<file path="config.mk">
export PLATFORM = sky130hd
export DESIGN_NAME = demux_1_to_4_32bit_buf_flat
export DESIGN_NICKNAME = d
export VERILOG_FILES = /design/src/rtl/demux_1_to_4_32bit_buf_if.sv /design/src/rtl/demux_1_to_4_32bit_buf.sv /design/src/flat_wrapper.sv
export SDC_FILE = /design/constraint.sdc
export NUM_CORES = 1
export LEC_CHECK = 0
export ABC_AREA = 1
export BUFFER_PORTS_ARGS = -buffer_cell sky130_fd_sc_hd__buf_2
export CORE_ASPECT_RATIO = 2
export CORE_MARGIN = 2
export CORE_UTILIZATION = 40
export CTS_BUF_LIST = sky130_fd_sc_hd__clkbuf_2 sky130_fd_sc_hd__clkbuf_4 sky130_fd_sc_hd__clkbuf_8
export CTS_CLUSTER_SIZE = 25
export DETAILED_ROUTE_END_ITERATION = 7
export GPL_ROUTABILITY_DRIVEN = 0
export GPL_TIMING_DRIVEN = 0
export PLACE_DENSITY = 0.61
export SYNTH_ARGS = -nofsm -noshare
export SYNTH_HDL_FRONTEND = slang
export SYNTH_SLANG_ARGS = --single-unit
</file>
<file path="constraint.sdc">
create_clock -name clk -period 3.83 [get_ports clk]
set_input_delay 0.9575 -clock clk [delete_from_list [all_inputs] [get_ports clk]]
set_output_delay 0.9575 -clock clk [all_outputs]
set_load 0.02 [all_outputs]
</file>
<file path="src/rtl/demux_1_to_4_32bit_buf_if.sv">
// Bus bundle for the 1-to-4 dispatcher: one valid/ready input stream in,
// four independent valid/ready output channels out.
interface demux_1_to_4_32bit_buf_if #(
    parameter int WIDTH = 32
);
    logic             in_valid;
    logic             in_ready;
    logic [1:0]       in_sel;
    logic [WIDTH-1:0] in_data;
    logic [3:0]       out_valid;
    logic [3:0]       out_ready;
    logic [WIDTH-1:0] out_data_0;
    logic [WIDTH-1:0] out_data_1;
    logic [WIDTH-1:0] out_data_2;
    logic [WIDTH-1:0] out_data_3;

    // master drives the source side and the consumer ready lines
    modport master (
        output in_valid,
        output in_sel,
        output in_data,
        output out_ready,
        input  in_ready,
        input  out_valid,
        input  out_data_0,
        input  out_data_1,
        input  out_data_2,
        input  out_data_3
    );

    modport slave (
        input  in_valid,
        input  in_sel,
        input  in_data,
        input  out_ready,
        output in_ready,
        output out_valid,
        output out_data_0,
        output out_data_1,
        output out_data_2,
        output out_data_3
    );
endinterface

</file>
<file path="src/rtl/demux_1_to_4_32bit_buf.sv">
// Registered 1-to-4 dispatcher: the input word is steered by in_sel into one
// of four per-channel FIFOs so a stalled consumer only blocks its own traffic.
module demux_1_to_4_32bit_buf #(
    parameter int WIDTH = 32,
    parameter int DEPTH = 2
) (
    input logic clk,
    input logic rst,
    demux_1_to_4_32bit_buf_if.slave bus
);
    localparam int PTR_W = $clog2(DEPTH);
    localparam logic [PTR_W:0] FULL_CNT = (PTR_W+1)'(DEPTH);

    logic [3:0][PTR_W:0]   cnt;
    logic [3:0][WIDTH-1:0] head;

    // A full channel still accepts when its head leaves in the same cycle.
    assign bus.in_ready = (cnt[bus.in_sel] != FULL_CNT) | bus.out_ready[bus.in_sel];

    for (genvar g = 0; g < 4; g++) begin : g_ch
        logic [WIDTH-1:0] mem [DEPTH];
        logic [PTR_W-1:0] rd_ptr;
        logic [PTR_W-1:0] wr_ptr;
        logic [PTR_W:0]   count;
        logic             push;
        logic             pop;

        assign push = bus.in_valid & bus.in_ready & (bus.in_sel == 2'(g));
        assign pop  = (count != '0) & bus.out_ready[g];

        always_ff @(posedge clk) begin
            if (rst) begin
                rd_ptr <= '0;
                wr_ptr <= '0;
                count  <= '0;
                for (int k = 0; k < DEPTH; k++) begin
                    mem[k] <= '0;
                end
            end else begin
                if (push) begin
                    mem[wr_ptr] <= bus.in_data;
                    wr_ptr      <= wr_ptr + PTR_W'(1);
                end
                if (pop) begin
                    rd_ptr <= rd_ptr + PTR_W'(1);
                end
                case ({push, pop})
                    2'b10:   count <= count + (PTR_W+1)'(1);
                    2'b01:   count <= count - (PTR_W+1)'(1);
                    default: count <= count;
                endcase
            end
        end

        assign cnt[g]           = count;
        assign head[g]          = mem[rd_ptr];
        assign bus.out_valid[g] = (count != '0);
    end

    assign bus.out_data_0 = head[0];
    assign bus.out_data_1 = head[1];
    assign bus.out_data_2 = head[2];
    assign bus.out_data_3 = head[3];
endmodule

</file>
<file path="src/flat_wrapper.sv">
// flat-port wrapper written by rule: the top's interface ports become plain ports
module demux_1_to_4_32bit_buf_flat 
#(
    parameter int WIDTH = 32,
    parameter int DEPTH = 2
)
  (clk, rst, bus_in_valid, bus_in_sel, bus_in_data, bus_out_ready, bus_in_ready, bus_out_valid, bus_out_data_0, bus_out_data_1, bus_out_data_2, bus_out_data_3);
  demux_1_to_4_32bit_buf_if #(.WIDTH(WIDTH)) bus_i ();
  input logic clk;
  input logic rst;
  input wire logic [$bits(bus_i.in_valid)-1:0] bus_in_valid;
  input wire logic [$bits(bus_i.in_sel)-1:0] bus_in_sel;
  input wire logic [$bits(bus_i.in_data)-1:0] bus_in_data;
  input wire logic [$bits(bus_i.out_ready)-1:0] bus_out_ready;
  output wire logic [$bits(bus_i.in_ready)-1:0] bus_in_ready;
  output wire logic [$bits(bus_i.out_valid)-1:0] bus_out_valid;
  output wire logic [$bits(bus_i.out_data_0)-1:0] bus_out_data_0;
  output wire logic [$bits(bus_i.out_data_1)-1:0] bus_out_data_1;
  output wire logic [$bits(bus_i.out_data_2)-1:0] bus_out_data_2;
  output wire logic [$bits(bus_i.out_data_3)-1:0] bus_out_data_3;
  assign bus_i.in_valid = bus_in_valid;
  assign bus_i.in_sel = bus_in_sel;
  assign bus_i.in_data = bus_in_data;
  assign bus_i.out_ready = bus_out_ready;
  assign bus_in_ready = bus_i.in_ready;
  assign bus_out_valid = bus_i.out_valid;
  assign bus_out_data_0 = bus_i.out_data_0;
  assign bus_out_data_1 = bus_i.out_data_1;
  assign bus_out_data_2 = bus_i.out_data_2;
  assign bus_out_data_3 = bus_i.out_data_3;
  demux_1_to_4_32bit_buf #(.WIDTH(WIDTH), .DEPTH(DEPTH)) u_core (.clk(clk), .rst(rst), .bus(bus_i));
endmodule
</file>
==> impl_metrics.tcl <==
set metrics [dict create \
    fin_crit_ps 3340 \
    die_height_um 253 \
    multiInputGateArea_mm2 0.00377 \
    hold_violations 0 \
    seq_area_mm2 0.00809 \
    arrival_ps 2380 \
    final_common_cell "edfxtp_1" \
    worstPathRequired_ps 2870 \
    coreArea_mm2 0.0306 \
    clk_path_buf_depth 3 \
    hpwl_mm 21.8 \
    yosysTopAreaCell "edfxtp_1" \
    route.final.wire_length_mm 31.3 \
    crit_chain "clkbuf_1 > buf_1 > mux2_2 > buf_2" \
    grt_pass1_vias 8003 \
    grtUsageMet3 0.0281 \
    max_freq_ghz 0.300 \
    cts_tree "built" \
    critPathLaunchType "flop" \
    ff2ff_setup_slack_ps 1150 \
    nets 1140 \
    clkSlewWorstSetupHoldPaths_ps 60 \
    power_leakage_uw 0.00574 \
    die-area_mm2 0.0325 \
    holdBufCountCts 0 \
    r2r-end "u_core.g_ch[3].mem[1][0]$_SDFFCE_PN0P_" \
    synth_nets 924 \
    final-max-slew-violation-count 0 \
    cts_root_buf "clkbuf_8" \
    wire_per_inst_um 21.0 \
    post_cts_buffers 0 \
    cts_buffers 40 \
    ant_nets 0 \
    max-vdd-ir-drop_mv 0.312 \
    synth.area.top_cells "edfxtp_1, mux2_2, nor3_2" \
    grt_overflow_total 0 \
    maxCapViolations 0 \
    antenna_cells 0 \
    hold_class "reg -> reg" \
    gr-usage-met2 0.341 \
    start_util 0.405 \
    yosys_warnings 0 \
    yosysSeqAreaShare 0.652 \
    grt_start_max_net_pins 33 \
    drc_errors 0 \
    min-delay-start "u_core.g_ch[0].rd_ptr$_SDFFE_PP0P_" \
    r2r-start "u_core.g_ch[3].count[0]$_SDFFE_PP0P_" \
    syn_area_per_cell_um2 14.1 \
    vias 7786 \
    htreeDepth 2 \
    stdcell_area_mm2 0.0145 \
    max_stage_delay_ps 640 \
    cts.sinks 276 \
    synth_cell_types 25 \
    fin_setup_tns_ps 0 \
    final_layout_size_suffix_gt1_frac 0.471 \
    antenna_found_initial 0 \
    critical_path_class "reg -> out" \
    cts_resized 0 \
    insertion_delay_ps 560 \
    syn_to_final_growth_pct 17.3 \
    r2r.worst_path.cells 9 \
    mostFrequentLayoutCells "edfxtp_1, buf_2, nor2_1" \
    grt_use_total 0.193 \
    cp_max_fo 10 \
    viasPerCell 5.22 \
    critPathSlowestCell "buf_1" \
    finalSetupViolations 0 \
    whs_ps 452 \
    ys_ff_latch 276 \
    hold-path-cell-count 1 \
    critPathCaptureType "primary output" \
    rows 91 \
    slew_headroom 0.368 \
    netlist_area_mm2 0.0124 \
    portBuffers 172 \
    die_x_um 128 \
    synth_top_area_share 0.620 \
    p_per_area_mw_per_mm2 473 \
    fin_skew_ps 14.0 \
    syn_inst 879 \
    outcome "completed" \
    gr-usage-met1 0.243 \
    place_area_mm2 0.0138 \
    grt_pass1_wl_mm 46.8 \
    drt_iter0_markers 515 \
    drtPass1Iterations 4 \
    fin_crit_sh 0.872 \
    ios 174 \
    nFillCells 2709 \
    worst_slew_pin_slew_ps 944 \
    rsz0062_at_grt "false" \
    gr-max-usage-layer "met2" \
]
==> through the flow <==
stage | total power, uW | setup WS (ps) | utilization | std cells
global placement | 4610 | -270 | 0.448 | 1423
detailed placement | 4630 | 248 | 0.450 | 1425
global route | 7100 | 377 | 0.475 | 1491
finish | 6880 | 491 | 0.475 | 1491
CTS | 6930 | 413 | 0.475 | 1491
floorplan | 4250 | 710 | - | 879
==> cells in the mapped netlist, drive strengths merged <==
master	instances
inv	56
nor2	136
a21oi	20
o21ai	22
nand3	4
edfxtp	256
ha	4
nand2	37
nand4	8
nor3	128
buf	40
mux2	128
dfxtp	20
clkbuf	20
==> cell families after synthesis <==
| kind of cell | after synthesis | share of synthesized area |
|---|---|---|
| and+or+nand+nor | 313 | 0.165 |
| AOI/OAI and AO/OA | 42 | 0.0170 |
| muxes | 128 | 0.116 |
| adders and majority gates | 4 | 0.00404 |
| buffers and inverters | 116 | 0.0454 |
| DFF | 276 | 0.652 |
==> power by group <==
group	switching, uW	total [uW]	internal [uW]
logic	710	1060	348
registers	42.1	3500	3450
clock network	1100	2320	1220
==> cell type report <==
type | instances | area share
flip-flops and latches | 276 | 0.556
inverters | 56 | 0.0145
plain buffers | 60 | 0.0243
repair buffers | 174 | 0.0621
multi-input cells | 487 | 0.259
clock buffers | 58 | 0.0476
well taps | 372 | 0.0320
clock inverters | 8 | 0.00447
==> worst max-delay path: cells and delay by family, from the launching register on <==
family | cells | cell delay (ps)
buffers and inverters | 3 | 1070
DFF | 1 | 310
muxes | 1 | 440
==> per-layer routing <==
| layer | part of all wire | routed length (um) |
|---|---|---|
| met1 | 0.41 | 12800 |
| met2 | 0.52 | 16100 |
| met3 | 0.052 | 1620 |
| met4 | 0.025 | 775 |
| met5 | 0 | 0 |
==> sequential cells by signal (all words and copies together) (netlist names), named ones only <==
name / count
u_core.g_ch.mem: 256
u_core.g_ch.count: 8
u_core.g_ch.wr_ptr: 4
u_core.g_ch.rd_ptr: 4
==> worst max-delay path by stage <==
stage                        startpoint                                      end
after CTS                          flop                       bus_out_data_0[11]
after global placement    bus_in_sel[1]  u_core.g_ch[3].mem[1][11]$_SDFFCE_PN0P_
after detailed placement  bus_in_sel[1]  u_core.g_ch[3].mem[1][11]$_SDFFCE_PN0P_
final                              flop                       bus_out_data_0[11]
after floorplan           bus_in_sel[0]   u_core.g_ch[0].mem[0][0]$_SDFFCE_PN0P_
after global routing               flop                       bus_out_data_2[20]
(Power assumes the default switching activity.)
